==> src/rtl/vram_pkg.sv <==
// Shared definitions for the VRAM port scheduler: default geometry and the
// return-tag encoding that follows each access down the read pipe.
package vram_pkg;

  localparam int VRAM_ADDR_W = 17;  // 320x240 words
  localparam int VRAM_DATA_W = 12;  // RGB444
  localparam int VRAM_DIV    = 4;   // clk cycles per pixel slot (3..16)

  typedef enum logic [1:0] {
    TAG_NONE = 2'd0,
    TAG_VGA  = 2'd1,
    TAG_RD   = 2'd2
  } tag_e;

endpackage

==> src/rtl/vram_arbiter_rr_arb2.sv <==
// Two-way round-robin arbiter. Port 0 is the game write port, port 1 the
// game read port. The pointer moves to the other port after every grant,
// so two continuous requesters are served strictly alternately.
module rr_arb2 (
  input  logic       clk,
  input  logic       rst,
  input  logic       en,
  input  logic [1:0] elig,
  output logic [1:0] grant
);

  logic ptr;  // 0: port 0 wins a tie, 1: port 1 wins a tie

  // Grant selection: single eligible port wins outright, a tie goes to ptr
  always_comb begin
    grant = 2'b00;
    if (en) begin
      if (elig == 2'b11) grant = ptr ? 2'b10 : 2'b01;
      else               grant = elig;
    end
  end

  // Pointer register: hand priority to the port that did not just win
  always_ff @(posedge clk) begin
    if (rst)           ptr <= 1'b0;
    else if (grant[0]) ptr <= 1'b1;
    else if (grant[1]) ptr <= 1'b0;
  end

endmodule

==> src/rtl/vram_arbiter.sv <==
// Time-slot scheduler for the shared frame/sprite BRAM port. Each pixel slot
// is DIV clk cycles: the access presented in phase 0 is always the VGA fetch,
// phases 1..DIV-1 are shared round-robin between game write and game read.
// pix_tick replaces the old divided pixel clock with a clock enable.
module vram_arbiter
  import vram_pkg::*;
#(
  parameter int ADDR_W = VRAM_ADDR_W,
  parameter int DATA_W = VRAM_DATA_W,
  parameter int DIV    = VRAM_DIV
) (
  input  logic              clk,
  input  logic              rst,
  output logic              pix_tick,
  input  logic [ADDR_W-1:0] vga_addr,
  output logic [DATA_W-1:0] vga_data,
  output logic              vga_valid,
  input  logic              wr_req,
  input  logic [ADDR_W-1:0] wr_addr,
  input  logic [DATA_W-1:0] wr_data,
  output logic              wr_ack,
  input  logic              rd_req,
  input  logic [ADDR_W-1:0] rd_addr,
  output logic              rd_ack,
  output logic [DATA_W-1:0] rd_data,
  output logic              rd_valid,
  output logic              mem_en,
  output logic              mem_we,
  output logic [ADDR_W-1:0] mem_addr,
  output logic [DATA_W-1:0] mem_wdata,
  input  logic [DATA_W-1:0] mem_rdata
);

  localparam int              PH_W = $clog2(DIV);
  localparam logic [PH_W-1:0] LAST = PH_W'(DIV - 1);

  logic [PH_W-1:0] phase;
  logic            vga_slot;
  logic [1:0]      elig;
  logic [1:0]      grant;
  tag_e            mem_tag;   // kind of access currently on mem_*
  tag_e            ret_tag;   // kind of access whose data is on mem_rdata

  // The decision taken in the last phase lands in phase 0: reserved for VGA
  assign vga_slot = (phase == LAST);
  // A port is not eligible in its own ack cycle, so the requester can drop
  // or refresh its request before it can be granted again.
  assign elig     = {rd_req & ~rd_ack, wr_req & ~wr_ack};
  assign pix_tick = (phase == '0) & ~rst;

  rr_arb2 u_arb (
    .clk   (clk),
    .rst   (rst),
    .en    (~vga_slot),
    .elig  (elig),
    .grant (grant)
  );

  // Slot phase counter, 0..DIV-1
  always_ff @(posedge clk) begin
    if (rst)           phase <= '0;
    else if (vga_slot) phase <= '0;
    else               phase <= phase + PH_W'(1);
  end

  // Registered memory bus: present the access decided in the previous cycle
  always_ff @(posedge clk) begin
    if (rst) begin
      mem_en    <= 1'b0;
      mem_we    <= 1'b0;
      mem_addr  <= '0;
      mem_wdata <= '0;
      wr_ack    <= 1'b0;
      rd_ack    <= 1'b0;
      mem_tag   <= TAG_NONE;
    end else begin
      wr_ack  <= grant[0];
      rd_ack  <= grant[1];
      mem_en  <= 1'b0;
      mem_we  <= 1'b0;
      mem_tag <= TAG_NONE;
      if (vga_slot) begin
        mem_en   <= 1'b1;
        mem_addr <= vga_addr;
        mem_tag  <= TAG_VGA;
      end else if (grant[0]) begin
        mem_en    <= 1'b1;
        mem_we    <= 1'b1;
        mem_addr  <= wr_addr;
        mem_wdata <= wr_data;
      end else if (grant[1]) begin
        mem_en   <= 1'b1;
        mem_addr <= rd_addr;
        mem_tag  <= TAG_RD;
      end
    end
  end

  // Read return: capture BRAM data one cycle after presentation and steer it
  // by tag, so a game read in the last phase cannot collide with the VGA word
  always_ff @(posedge clk) begin
    if (rst) begin
      ret_tag   <= TAG_NONE;
      vga_valid <= 1'b0;
      rd_valid  <= 1'b0;
      vga_data  <= '0;
      rd_data   <= '0;
    end else begin
      ret_tag   <= mem_tag;
      vga_valid <= (ret_tag == TAG_VGA);
      rd_valid  <= (ret_tag == TAG_RD);
      if (ret_tag == TAG_VGA) vga_data <= mem_rdata;
      if (ret_tag == TAG_RD)  rd_data  <= mem_rdata;
    end
  end

endmodule

==> config.mk <==
export PLATFORM = sky130hd
export DESIGN_NAME = vram_arbiter
export DESIGN_NICKNAME = d
export VERILOG_FILES = /design/src/rtl/vram_pkg.sv /design/src/rtl/vram_arbiter_rr_arb2.sv /design/src/rtl/vram_arbiter.sv
export SDC_FILE = /design/constraint.sdc
export NUM_CORES = 1
export LEC_CHECK = 0
export ABC_AREA = 1
export BUFFER_PORTS_ARGS = -buffer_cell sky130_fd_sc_hd__buf_2
export CAP_MARGIN = 25
export CORE_MARGIN = 2
export CORE_UTILIZATION = 30
export DETAILED_ROUTE_END_ITERATION = 8
export SETUP_SLACK_MARGIN = 0.5
export SKIP_LAST_GASP = 1
export SYNTH_ARGS = -nofsm -noshare
export SYNTH_HDL_FRONTEND = slang
export SYNTH_SLANG_ARGS = --single-unit
==> constraint.sdc <==
create_clock -name clk -period 3.7 [get_ports clk]
set_input_delay 0.185 -clock clk [delete_from_list [all_inputs] [get_ports clk]]
set_output_delay 0.185 -clock clk [all_outputs]
set_load 0.01 [all_outputs]
# --- Word-level counts from Yosys, hierarchy flattened ---
# Index checks and enable logic that the tools add are counted.
op_classes:
  n_addsub: 1
  n_eq_ne: 4
  mux: 15
  bitwise_logic: 7
  reduce_logical: 6
ops:
  columns: ["cell", "count"]
  rows:
  - ["17-bit 2-to-1 mux", 3]
  - ["1-bit 2-to-1 mux", 8]
  - ["2-bit 2-to-1 mux", 4]
  - ["2-bit == test, second input constant", 3]
  - ["1-bit inverter", 4]
  - ["1-bit AND", 3]
  - ["3-bit nonzero test", 1]
  - ["3-bit OR reduction", 1]
  - ["2-bit by 1-bit adder with 2-bit output, second input constant", 1]
  - ["2-bit by 1-bit == test with 1-bit output, second input constant", 1]
  - ["2-bit zero test", 1]
  - ["2-bit AND reduction", 1]
  - ["2-bit nonzero test", 1]
  - ["2-bit OR reduction", 1]
totals:
  reg_bits: 66
  in_bits: 79
  output_inout_bits: 60
  elab_cells: 48

# --- Longest topological paths before layout ---
# Gate-level depths: netlist of the first run.
logic_depth:
  word_depth: 8
  depth_mapped: 8
  ltp_nobuf: 7

# --- Hierarchy ---
# From an unflattened synthesis of the first run, not the netlist that was laid out.
hier_totals:
  hier_cells: 433
  hier_area_um2: 3024.2
modules_own_cells:
  columns: ["mod", "n_inst", "cells_per_inst", "area_per_inst_um2"]
  rows:
  - ["vram_arbiter", 1, 422, 2957.8]
  - ["rr_arb2", 1, 11, 66.3]

# --- Least setup slack after synthesis of the first run ---
# No wires, ideal clock.
synth_path:
  kind: "flip-flop to flip-flop"
  from: "reg phase[0]"
  to: "reg mem_wdata[10]"
  arrival_time_ps: 1250
  required_time_ps: 3581
  path_slack_ps: 2330
  stages_incl_launch_ff: 8
  n_path_buf: 2
  path_cell_list: "dfxtp_1 -> ha_1 -> buf_2 -> inv_2 -> nand3_2 -> buf_2 -> o21ai_0 -> a21oi_1"
synth_via:
  elab_chain_cells: 3
  word_cells_on_any_way: 4
  classes_between: "1 x eq/ne; 1 x mux; 1 x bitwise; 1 x reduce/logical"
synth_lines:
  columns: ["item", "line_no", "rtl"]
  rows:
  - ["from (decl)", "vram_arbiter.sv:37", "logic [PH_W-1:0] phase;"]
  - ["from (signal assigned)", "vram_arbiter.sv:63", "else phase <= phase + PH_W'(1);"]
  - ["2-bit == test (*)", "vram_arbiter.sv:45", "assign vga_slot = (phase == LAST);"]
  - ["via vga_slot", "vram_arbiter.sv:38", "logic vga_slot;"]
  - ["2-bit 2-to-1 mux / 1-bit inverter (equally long branches)", null, null]
  - ["2-bit AND reduction (no source line) (*)", null, null]
  - ["to (signal assigned)", "vram_arbiter.sv:90", "mem_wdata <= wr_data;"]
  - ["to (decl)", "vram_arbiter.sv:30", "output logic [DATA_W-1:0] mem_wdata,"]
# Mark *: on every way through the listed nets, which the timed path passes. The rest lies on a longest branch.
# A chain may end at the register's enable or synchronous reset.

# --- Worst setup path after layout of the first run ---
layout_path:
  from: "reg phase[0]"
  to: "reg mem_addr[16]"
layout_via:
  elab_chain_cells: 4
  word_cells_on_any_way: 5
  classes_between: "1 x eq/ne; 3 x mux; 1 x reduce/logical"
layout_lines:
  columns: ["item", "line_no", "rtl"]
  rows:
  - ["2-bit == test (*)", "vram_arbiter.sv:45", null]
  - ["via vga_slot", "vram_arbiter.sv:38", null]
  - ["2-bit 2-to-1 mux", "vram_arbiter_rr_arb2.sv:17", "if (en) begin"]
  - ["17-bit 2-to-1 mux", "vram_arbiter.sv:86", "end else if (grant[0]) begin"]
  - ["17-bit 2-to-1 mux", "vram_arbiter.sv:82", "if (vga_slot) begin"]
  - ["to (signal assigned)", "vram_arbiter.sv:84", "mem_addr <= vga_addr;"]
  - ["to (signal assigned)", "vram_arbiter.sv:89", "mem_addr <= wr_addr;"]
  - ["to (signal assigned)", "vram_arbiter.sv:93", "mem_addr <= rd_addr;"]
  - ["to (decl)", "vram_arbiter.sv:29", "output logic [ADDR_W-1:0] mem_addr,"]
# Marks and branches as above.

==> results of run 1 <==
==> worst paths after layout <==
kind                              start  slack (ns)  cells past startpoint                   endpoint
setup / recovery    phase[0]$_SDFF_PP0_        1.68                      7  mem_addr[16]$_SDFFE_PP0P_
hold / removal             mem_rdata[5]        0.08                      3   vga_data[5]$_SDFFE_PP0P_
setup reg to reg    phase[0]$_SDFF_PP0_        1.68                      7  mem_addr[16]$_SDFFE_PP0P_
hold reg to reg   mem_tag[0]$_SDFF_PP0_        0.41                      2      ret_tag[0]$_SDFF_PP0_
==> final cells by class <==
class                   instances  area (um2)  share of cell area (%)
flip-flops and latches         66        1320                    34.1
multi-input cells             276        1270                    32.9
repair buffers                140         706                    18.2
inverters                      43         161                    4.17
well taps                     129         161                    4.17
clock buffers                  10         138                    3.55
clock inverters                 6         113                    2.91
==> routing by layer <==
metal,routed length (um),GRT usage [%]
met1,3550,19.2
met3,768,4.58
met2,3340,23.6
met5,0,0
met4,126,6.26
==> critical path, stage by stage (launching register included) <==
cell and delay, ns:
dfxtp_1 0.33, ha_1 0.45, inv_2 0.15, buf_4 0.46, nand3_4 0.31, nand2_1 0.14
nor2_1 0.05, nor2_1 0.06
==> state kept, by name (all words and copies together), names as in the netlist, 2 cells and up <==
name and cells:
rd_data 12, vga_data 12, mem_tag 2, mem_addr 17, mem_wdata 12, ret_tag 2
phase 2
==> power groups by stage <==
stage,registers [mW],clock network (mW),logic [mW]
2_1_floorplan,0.834,0,0.191
3_3_place_gp,0.809,0,0.336
3_5_place_dp,0.810,0,0.342
4_1_cts,0.793,0.778,0.343
5_1_grt,0.799,0.812,0.386
6_report,0.793,0.753,0.337
==> layout by cell type (no fill, tap or decap), drive strengths merged <==
master	Yosys	routed
inv	42	43
nor3	3	3
buf	15	140
ha	2	2
nand4	34	34
bufinv	0	3
a21oi	13	13
dfxtp	66	66
nand2	73	73
clkbuf	12	10
o21ai	37	37
clkinv	1	3
nor2	94	94
nand3	20	20
==> through the flow <==
stage | total power [mW] | cells | hold slack [ns] | utilization [%] | cell area (um2)
final | 1.88 | 670 | 0.0822 | 41.7 | 3870
after global routing | 2.00 | 670 | 0.0842 | 41.7 | 3870
after global placement | 1.15 | 654 | 0.395 | 39.0 | 3620
after floorplan | 1.02 | 412 | 0.320 | - | 2890
after CTS | 1.91 | 670 | 0.0652 | 41.7 | 3870
after detailed placement | 1.15 | 654 | 0.397 | 39.0 | 3620
==> logic make-up (layout without fill, tap and decap cells) <==
kind of cell | Yosys count | count (layout) | synth area share, %
flip-flops | 66 | 66 | 45.7
adder cells (fa/ha/maj) | 2 | 2 | 0.865
buffers and inverters | 70 | 199 | 10.2
AO/OA/AOI/OAI | 50 | 50 | 8.65
AND/OR/NAND/NOR | 224 | 224 | 34.6
==> results.sh, run 1 <==
export IMPL_setup_viol_count_final=0
export IMPL_post_route_min_period_ns=2.02
export IMPL_pwr_cell_area_nw_per_um2=486
export IMPL_first_global_vias=2674
export IMPL_post_cts_buffers=0
export IMPL_cell_internal_pwr_mw=1.37
export IMPL_post_route_antenna_net_violation_count=0
export IMPL_n_antenna_cell=0
export IMPL_grt_antenna_before_repair=0
export IMPL_fin_tns_setup_ns=0
export IMPL_max_vdd_ir_drop_mv=0.197
export IMPL_drc=0
export IMPL_pre_cts_ws_ns=1.68
export IMPL_chipWidth_um=102
export IMPL_switchingPower_mw=0.514
export IMPL_number_of_placed_i_o_pins=139
export IMPL_cts_buffer_count=9
export IMPL_tritoncts="yes"
export IMPL_initialDrtViolationCount=49
export IMPL_synth_seq_cells=66
export IMPL_setup_worst_path_start_class="register"
export IMPL_place_hpwl_mm=5.56
export IMPL_die_area_um2=10400
export IMPL_ys_types=20
export IMPL_synth_top_cell_area_share_pct=45.7
export IMPL_layout_nets=617
export IMPL_timing_hold_violations_final=0
export IMPL_grt_start_max_net_pins=55
export IMPL_ys_seq_area_share_pct=45.7
export IMPL_place_gp_congestion=0.809
export IMPL_pleak_nw=2.04
export IMPL_cp_end_kind="register"
export IMPL_seqPwrFrac_pct=42.1
export IMPL_slew_violations=0
export IMPL_p_sw_share_pct=27.3
export IMPL_floorplan_initialDensity_pct=31.1
export IMPL_post_synth_top_count_cell="nor2_1"
export IMPL_finalWirelength_mm=7.79
export IMPL_synthArstFlopShare_pct=0
export IMPL_insertion_delay_ns=0.34
export IMPL_post_cts_resized=0
export IMPL_final_min_period_over_clock_period_pct=54.7
export IMPL_port_buffers=138
export IMPL_chipHeight_um=102
export IMPL_max_slew_margin_pct=48.4
export IMPL_synth_enable_flop_cells=0
export IMPL_cts_hold_fix_buffers=0
export IMPL_wire_per_inst_um=11.6
export IMPL_setup_worst_path_class="reg2reg"
export IMPL_routed_via_count=2983
export IMPL_worst_endpoint_arrival_ns=2.31
export IMPL_cp_required_ns=3.99
export IMPL_firstDrtPassIters=4
export IMPL_rsz_0062_raised_after_global_routing="no"
export IMPL_achievable_frequency_mhz=494
export IMPL_yosys_top_cells_area="dfxtp_1, nor2_1, nand2_1, nand4_1, o21ai_0"
export IMPL_fin_worst_skew_ns=0.0125
export IMPL_average_footprint_of_a_synthesized_cell_um2=7.02
export IMPL_global_route_overflow_total=0
export IMPL_synthesis_yosys_warnings=0
export IMPL_clkTransAtPathRegs_ns=0.08
export IMPL_first_pass_grt_wire_length_mm=12.4
export IMPL_cts_root_to_sink_buffers=2
export IMPL_post_synth_instance_area_um2=2890
export IMPL_clock_power_share_pct=40.0
export IMPL_most_instantiated_flip_flop_cell_in_the_synthesis_netlist="dfxtp_1"
export IMPL_drive_above_1_share_pct=29.9
export IMPL_worstHoldPathType="in2reg"
export IMPL_rows=35
export IMPL_syn_nets=493
export IMPL_n_fill_cell=1014
export IMPL_worst_path_max_fanout=54
export IMPL_placeableCoreArea_um2=9280
export IMPL_synth_cells=412
export IMPL_worst_slew_pin_slew_ns=0.772
export IMPL_synth_common_cells="nor2_1, nand2_1, dfxtp_1"
export IMPL_area_growth_syn_to_layout_pct=34.0
export IMPL_cts_root_buffer="clkbuf_8"
export IMPL_detail_route_vias_per_cell=4.45
export IMPL_max_capacitance_violation_total=0
export IMPL_clock_sinks=66
export IMPL_clock_tree_htree_level_count=3
export IMPL_outcome="finished clean"
export IMPL_yosys_area_top_type="dfxtp_1"
export IMPL_postLayoutSetupSlackWorst_ns=1.68
export IMPL_grt_usage_pct=15.0
export IMPL_combPwrFrac_pct=17.9
No activity file was read; power rests on OpenSTA's default activity.
==> inputs of run 2 (changes only) <==
==> constraint.sdc (replaced) <==
create_clock -name clk -period 1.9 [get_ports clk]
set_input_delay 0.095 -clock clk [delete_from_list [all_inputs] [get_ports clk]]
set_output_delay 0.095 -clock clk [all_outputs]
set_load 0.01 [all_outputs]
==> run 2 against run 1 <==
  * Final cell count is 4.3% higher
  * Register-to-register slack worse by 1.0 ns
  * Critical path depth is 2 lower
  * Routed wire length is 7.6% higher
  * Largest cell class is now multi-input combinational cells
  * Critical endpoint is now pix_tick
  * Via count is 3.7% higher
  * Design area is 9.1% higher
==> results.sh, run 2 (same netlist as run 1, synthesis figures left out) <==
export IMPL_initialDrtViolationCount=78
export IMPL_first_global_vias=2611
export IMPL_worstHoldPathType="in2reg"
export IMPL_wire_per_inst_um=12.0
export IMPL_pre_cts_ws_ns=0.405
export IMPL_worst_path_max_fanout=3
export IMPL_longest_individual_stage_delay_on_the_worst_path_ns=0.36
export IMPL_crit_slowest_cell="dfxtp_2"
export IMPL_n_antenna_cell=0
export IMPL_crit_path_cell_trace="inv_1 > ha_1 > inv_1 > nor2_1 > buf_2"
export IMPL_final_min_period_over_clock_period_pct=66.7
export IMPL_outcome="finished clean"
export IMPL_layout_nets=646
export IMPL_worst_r2r_setup_slack_ns=0.63
export IMPL_reg2reg_depth=7
export IMPL_rows=35
export IMPL_rsz_0062_raised_after_global_routing="no"
export IMPL_chipHeight_um=102
export IMPL_setup_viol_count_final=0
export IMPL_post_route_min_period_ns=1.27
export IMPL_worst_slew_pin_slew_ns=0.413
export IMPL_pwr_cell_area_nw_per_um2=887
export IMPL_clkTransAtPathRegs_ns=0.08
export IMPL_chipWidth_um=102
export IMPL_stdcell_count=699
export IMPL_place_hpwl_mm=5.49
export IMPL_fin_tns_setup_ns=0
export IMPL_cp_required_ns=1.80
export IMPL_switchingPower_mw=1.05
export IMPL_routed_via_count=3092
export IMPL_clock_tree_htree_level_count=3
export IMPL_seqPwrFrac_pct=41.4
export IMPL_register_area_um2=1320
export IMPL_r2r_start="phase[0]$_SDFF_PP0_"
export IMPL_crit_family="flip-flops"
export IMPL_post_route_antenna_net_violation_count=0
export IMPL_drc=0
export IMPL_cell_internal_pwr_mw=2.70
export IMPL_first_pass_grt_wire_length_mm=12.3
export IMPL_place_gp_congestion=0.814
export IMPL_setup_worst_path_class="reg2out"
export IMPL_layout_cells_most_common="buf_2"
export IMPL_global_route_overflow_total=0
export IMPL_pleak_nw=2.20
export IMPL_slew_violations=0
export IMPL_multi_input_area_um2=1330
export IMPL_setup_worst_path_start_class="register"
export IMPL_drive_above_1_share_pct=31.9
export IMPL_fin_worst_skew_ns=0.00914
export IMPL_grt_usage_pct=15.0
export IMPL_finalWirelength_mm=8.38
export IMPL_area_growth_syn_to_layout_pct=46.2
export IMPL_timing_hold_violations_final=0
export IMPL_detail_route_vias_per_cell=4.42
export IMPL_top_register="mem_addr"
export IMPL_cts_root_to_sink_buffers=2
export IMPL_crit_path_frequent_cell="inv_1"
export IMPL_clock_power_share_pct=38.4
export IMPL_grt_start_max_net_pins=54
export IMPL_tritoncts="yes"
export IMPL_combPwrFrac_pct=20.2
export IMPL_cts_root_buffer="clkbuf_8"
export IMPL_achievable_frequency_mhz=789
export IMPL_final_core_density_pct=45.5
export IMPL_worst_path_buf_inv=3
export IMPL_max_capacitance_violation_total=0
export IMPL_placeableCoreArea_um2=9280
export IMPL_max_slew_margin_pct=72.5
export IMPL_n_fill_cell=966
export IMPL_insertion_delay_ns=0.34
export IMPL_port_buffers=138
export IMPL_firstDrtPassIters=4
export IMPL_clock_sinks=66
export IMPL_timing_rr_end="mem_addr[2]$_SDFFE_PP0P_"
export IMPL_max_vdd_ir_drop_mv=0.409
export IMPL_cp_end_kind="output pin"
export IMPL_postLayoutSetupSlackWorst_ns=0.632
export IMPL_floorplan_initialDensity_pct=31.1
export IMPL_cts_buffer_count=9
export IMPL_worst_endpoint_arrival_ns=1.17
export IMPL_layout_common_cells="buf_2, nor2_1, nand2_1"
export IMPL_grt_antenna_before_repair=0
export IMPL_placedCellCount=661
export IMPL_number_of_placed_i_o_pins=139
export IMPL_min_from="rst"
export IMPL_die_area_um2=10400
export IMPL_design_power_total_mw=3.75
export IMPL_whs_endpoint="u_arb.ptr$_SDFFE_PP0P_"
export IMPL_largest_register_ffs=17
export IMPL_worstHoldPathCells=2
export IMPL_p_sw_share_pct=27.9
## run 2: how the worst max path moves through the flow
| stage | from | endpoint | cells past startpoint |
|---|---|---|---|
| 4_1_cts | phase[0]$_SDFF_PP0_ | mem_addr[13]$_SDFFE_PP0P_ | 7 |
| 3_3_place_gp | phase[0]$_SDFF_PP0_ | mem_wdata[9]$_SDFFE_PP0P_ | 5 |
| 6_report | phase[0]$_SDFF_PP0_ | pix_tick | 5 |
| 5_1_grt | phase[0]$_SDFF_PP0_ | mem_addr[2]$_SDFFE_PP0P_ | 7 |
| 3_5_place_dp | phase[0]$_SDFF_PP0_ | mem_wdata[11]$_SDFFE_PP0P_ | 5 |
| 2_1_floorplan | phase[0]$_SDFF_PP0_ | mem_wdata[10]$_SDFFE_PP0P_ | 7 |
## run 2: layout make-up
class	count	area share, %
multi-input cells	278	31.6
inverters	43	3.94
clock inverters	6	2.72
clock buffers	10	3.02
well taps	129	3.82
repair buffers	167	23.6
flip-flops and latches	66	31.3
## run 2: power by group through the flow
stage | Combinational (mW) | Clock, mW | Sequential (mW)
6_report | 0.757 | 1.44 | 1.55
5_1_grt | 0.858 | 1.55 | 1.56
4_1_cts | 0.725 | 1.49 | 1.55
3_5_place_dp | 0.684 | 0 | 1.58
3_3_place_gp | 0.674 | 0 | 1.58
2_1_floorplan | 0.372 | 0 | 1.62
## run 2: through the flow
step	area [um2]	hold slack [ns]
floorplan	2890	0.230
detailed placement	3700	0.341
finish	4230	0.0341
CTS	4110	0.0197
global placement	3700	0.336
global route	4230	0.0328
## run 2: repair_timing
action                                  CTS  global route
hold endpoints to repair                 12             0
buffers inserted                          1             5
pin swaps                                 0             4
endpoints found under the setup margin   30            30
hold buffers                             12             0
resized for setup                         4             6
gates cloned                              1             3
## run 2: per-layer routing
| metal | share of wire (%) | up-vias | global-route usage, % |
|---|---|---|---|
| li1 | - | 1637 | - |
| met4 | 1.1 | 0 | 5.54 |
| met1 | 47 | 1321 | 19.3 |
| met2 | 43 | 125 | 24.1 |
| met5 | 0 | - | 0 |
| met3 | 8.0 | 9 | 3.97 |
==> inputs of run 3 (changes only) <==
--- a/config.mk
+++ b/config.mk
@@ -5,7 +5,7 @@
 export SDC_FILE = /design/constraint.sdc
 export NUM_CORES = 1
 export LEC_CHECK = 0
-export ABC_AREA = 1
+export ABC_AREA = 0
 export BUFFER_PORTS_ARGS = -buffer_cell sky130_fd_sc_hd__buf_2
 export CAP_MARGIN = 25
 export CORE_MARGIN = 2
==> constraint.sdc (replaced) <==
create_clock -name clk -period 1.1 [get_ports clk]
set_input_delay 0.055 -clock clk [delete_from_list [all_inputs] [get_ports clk]]
set_output_delay 0.055 -clock clk [all_outputs]
set_load 0.01 [all_outputs]
==> run 3 against run 2 <==
  * The flow now finishes with violations (negative hold slack, negative setup slack)
  * Routed wire length grew 25%
  * Die area decreased by 7.5%
  * Clock skew up 0.0055 ns
  * Worst hold slack got worse by 0.071 ns
  * Sequential power increased by 74%
  * Clock power is 25% higher
  * Clock-buffer cell count unchanged
  * Largest cell class is now buffers
  * Highest routed layer unchanged
==> results.sh, run 3 <==
export IMPL_place_hpwl_mm=5.68
export IMPL_pre_cts_ws_ns=-0.550
export IMPL_floorplan_initialDensity_pct=30.7
export IMPL_firstDrtPassIters=4
export IMPL_n_antenna_cell=0
export IMPL_drive_above_1_share_pct=65.8
export IMPL_place_area_um2=3620
export IMPL_post_synth_instance_area_um2=2670
export IMPL_rows=34
export IMPL_grt_start_max_net_pins=33
export IMPL_crit_slowest_cell="or3b_4"
export IMPL_layout_common_cells="buf_2, buf_6, nand2_1"
export IMPL_cts_hold_fix_buffers=22
export IMPL_top_register="mem_addr"
export IMPL_worst_endpoint_arrival_ns=1.88
export IMPL_cp_end_kind="register"
export IMPL_pwr_cell_area_nw_per_um2=1160
export IMPL_first_pass_grt_wire_length_mm=15.2
export IMPL_synth_enable_flop_cells=0
export IMPL_chipWidth_um=98.3
export IMPL_synthesis_yosys_warnings=0
export IMPL_clock_tree_htree_level_count=3
export IMPL_first_global_vias=3106
export IMPL_longest_individual_stage_delay_on_the_worst_path_ns=0.42
export IMPL_post_route_min_period_ns=1.61
export IMPL_timing_hold_violations_final=4
export IMPL_die_area_um2=9650
export IMPL_pleak_nw=2.26
export IMPL_insertion_delay_ns=0.35
export IMPL_synth_common_cells="nand2_1, dfxtp_1, a21oi_1"
export IMPL_drc=0
export IMPL_setup_worst_path_start_class="register"
export IMPL_achievable_frequency_mhz=619
export IMPL_crit_path_cell_trace="ha_4 > or3b_4 > buf_12 > o21ai_0 > o211ai_1 > a21oi_1"
export IMPL_post_synth_top_count_cell="nand2_1"
export IMPL_design_power_total_mw=6.04
export IMPL_port_buffers=138
export IMPL_synth_top_cell_area_share_pct=49.6
export IMPL_cts_root_to_sink_buffers=2
export IMPL_synth_seq_cells=66
export IMPL_ys_seq_area_share_pct=49.6
export IMPL_outcome="finished, violations left"
export IMPL_synth_cells=320
export IMPL_postLayoutSetupSlackWorst_ns=-0.515
export IMPL_max_capacitance_violation_total=0
export IMPL_ys_types=28
export IMPL_most_instantiated_flip_flop_cell_in_the_synthesis_netlist="dfxtp_1"
export IMPL_cts_root_buffer="clkbuf_8"
export IMPL_worstHoldPathType="in2reg"
export IMPL_yosys_top_cells_area="dfxtp_1, nand2_1, a21oi_1, mux2i_1, o211ai_1"
export IMPL_worst_path_max_fanout=17
export IMPL_violations="negative hold slack, negative setup slack"
export IMPL_grt_antenna_before_repair=0
export IMPL_layout_cells_most_common="buf_2"
export IMPL_rsz_0062_raised_after_global_routing="yes"
export IMPL_number_of_placed_i_o_pins=139
export IMPL_n_fill_cell=725
export IMPL_area_growth_syn_to_layout_pct=94.9
export IMPL_cp_required_ns=1.37
export IMPL_placeableCoreArea_um2=8680
export IMPL_post_route_antenna_net_violation_count=0
export IMPL_stdcell_count=631
export IMPL_global_route_overflow_total=0
export IMPL_placedCellCount=563
export IMPL_finalWirelength_mm=10.5
export IMPL_worst_slew_pin_slew_ns=0.517
export IMPL_grt_usage_pct=20.1
export IMPL_tritoncts="yes"
export IMPL_fin_worst_skew_ns=0.0147
export IMPL_synthArstFlopShare_pct=0
export IMPL_initialDrtViolationCount=85
export IMPL_slew_violations=0
export IMPL_average_footprint_of_a_synthesized_cell_um2=8.33
export IMPL_chipHeight_um=98.3
export IMPL_syn_nets=401
export IMPL_detail_route_vias_per_cell=4.94
export IMPL_place_gp_congestion=0.763
export IMPL_cts_buffer_count=9
export IMPL_setup_viol_count_final=36
export IMPL_worst_hold_slack_ns=-0.0371
export IMPL_clkTransAtPathRegs_ns=0.09
export IMPL_wire_per_inst_um=16.6
export IMPL_final_min_period_over_clock_period_pct=147
export IMPL_clock_sinks=66
export IMPL_max_slew_margin_pct=65.6
export IMPL_layout_nets=599
export IMPL_fin_tns_setup_ns=-14.80
export IMPL_setup_worst_path_class="reg2reg"
export IMPL_final_design_area_no_fill_um2=5190
export IMPL_max_vdd_ir_drop_mv=0.659
export IMPL_yosys_area_top_type="dfxtp_1"
export IMPL_routed_via_count=3116
export IMPL_largest_register_ffs=17
export IMPL_final_core_density_pct=59.9
run 3: cell count changes after synthesis, sizes merged, moves of 4 or more:
cell    change
nor4        +4
inv        -40
a21oi      +40
buf         -4
o211ai     +16
nand4      -34
nor2       -88
nand2      +15
nor2b       +9
mux2i      +16
o21ai      -20
nand3      -20
nand2b      +4
run 3: timing repair:
item | CTS | global route
pin swaps | 13 | 40
buffers inserted | 10 | 12
endpoints found under the hold margin | 36 | 4
gates resized for setup | 152 | 87
setup endpoints to repair | 124 | 124
gates cloned | 7 | 1
run 3: cell families (layout without fill, tap and decap cells):
family	Yosys count	after routing	synth area share (%)
AO/OA/AOI/OAI	89	89	18.7
adder cells (fa/ha/maj)	2	2	0.939
buffers and inverters	28	227	5.21
flip-flops	66	66	49.6
multiplexers	16	16	6.01
AND/OR/NAND/NOR	119	123	19.6
run 3: layout make-up:
class / instances / area (um2) / area share (%)
clock buffer: 10 / 128 / 2.46
timing repair buffer: 209 / 1800 / 34.7
clock inverter: 6 / 42.5 / 0.819
sequential: 66 / 1400 / 27.0
multi-input combinational: 230 / 1680 / 32.2
tap: 108 / 135 / 2.60
inverter: 2 / 10.0 / 0.193
run 3: final timing paths:
kind	startpoint	to	slack (ns)	cells past startpoint
setup / recovery	phase[1]$_SDFF_PP0_	mem_addr[16]$_SDFFE_PP0P_	-0.51	6
hold / removal	mem_rdata[8]	rd_data[8]$_SDFFE_PP0P_	-0.04	3
setup reg to reg	phase[1]$_SDFF_PP0_	mem_addr[16]$_SDFFE_PP0P_	-0.51	6
hold reg to reg	mem_tag[1]$_SDFF_PP0_	ret_tag[1]$_SDFF_PP0_	0.44	1
run 3: routing by layer:
metal | share of wire [%] | routed length, um | vias up | track usage [%]
li1 | - | - | 1491 | -
met1 | 37 | 3900 | 1486 | 20.7
met2 | 54 | 5650 | 129 | 37.1
met3 | 7.8 | 821 | 10 | 8.30
met4 | 1.2 | 127 | 0 | 6.22
met5 | 0 | 0 | - | 0
run 3: power by group:
group          internal (mW)  total (mW)  switching, mW
clock                  0.823        1.80          0.978
combinational          0.832        1.55          0.715
sequential              2.57        2.69          0.119
run 3: critical path, delay by kind of cell, from the launching register on:
kind / cells / cell delay, ns
simple gates: 1 / 0.42
flops: 1 / 0.34
compound gates: 3 / 0.45
fa+ha+maj: 1 / 0.16
buf+inv: 1 / 0.17
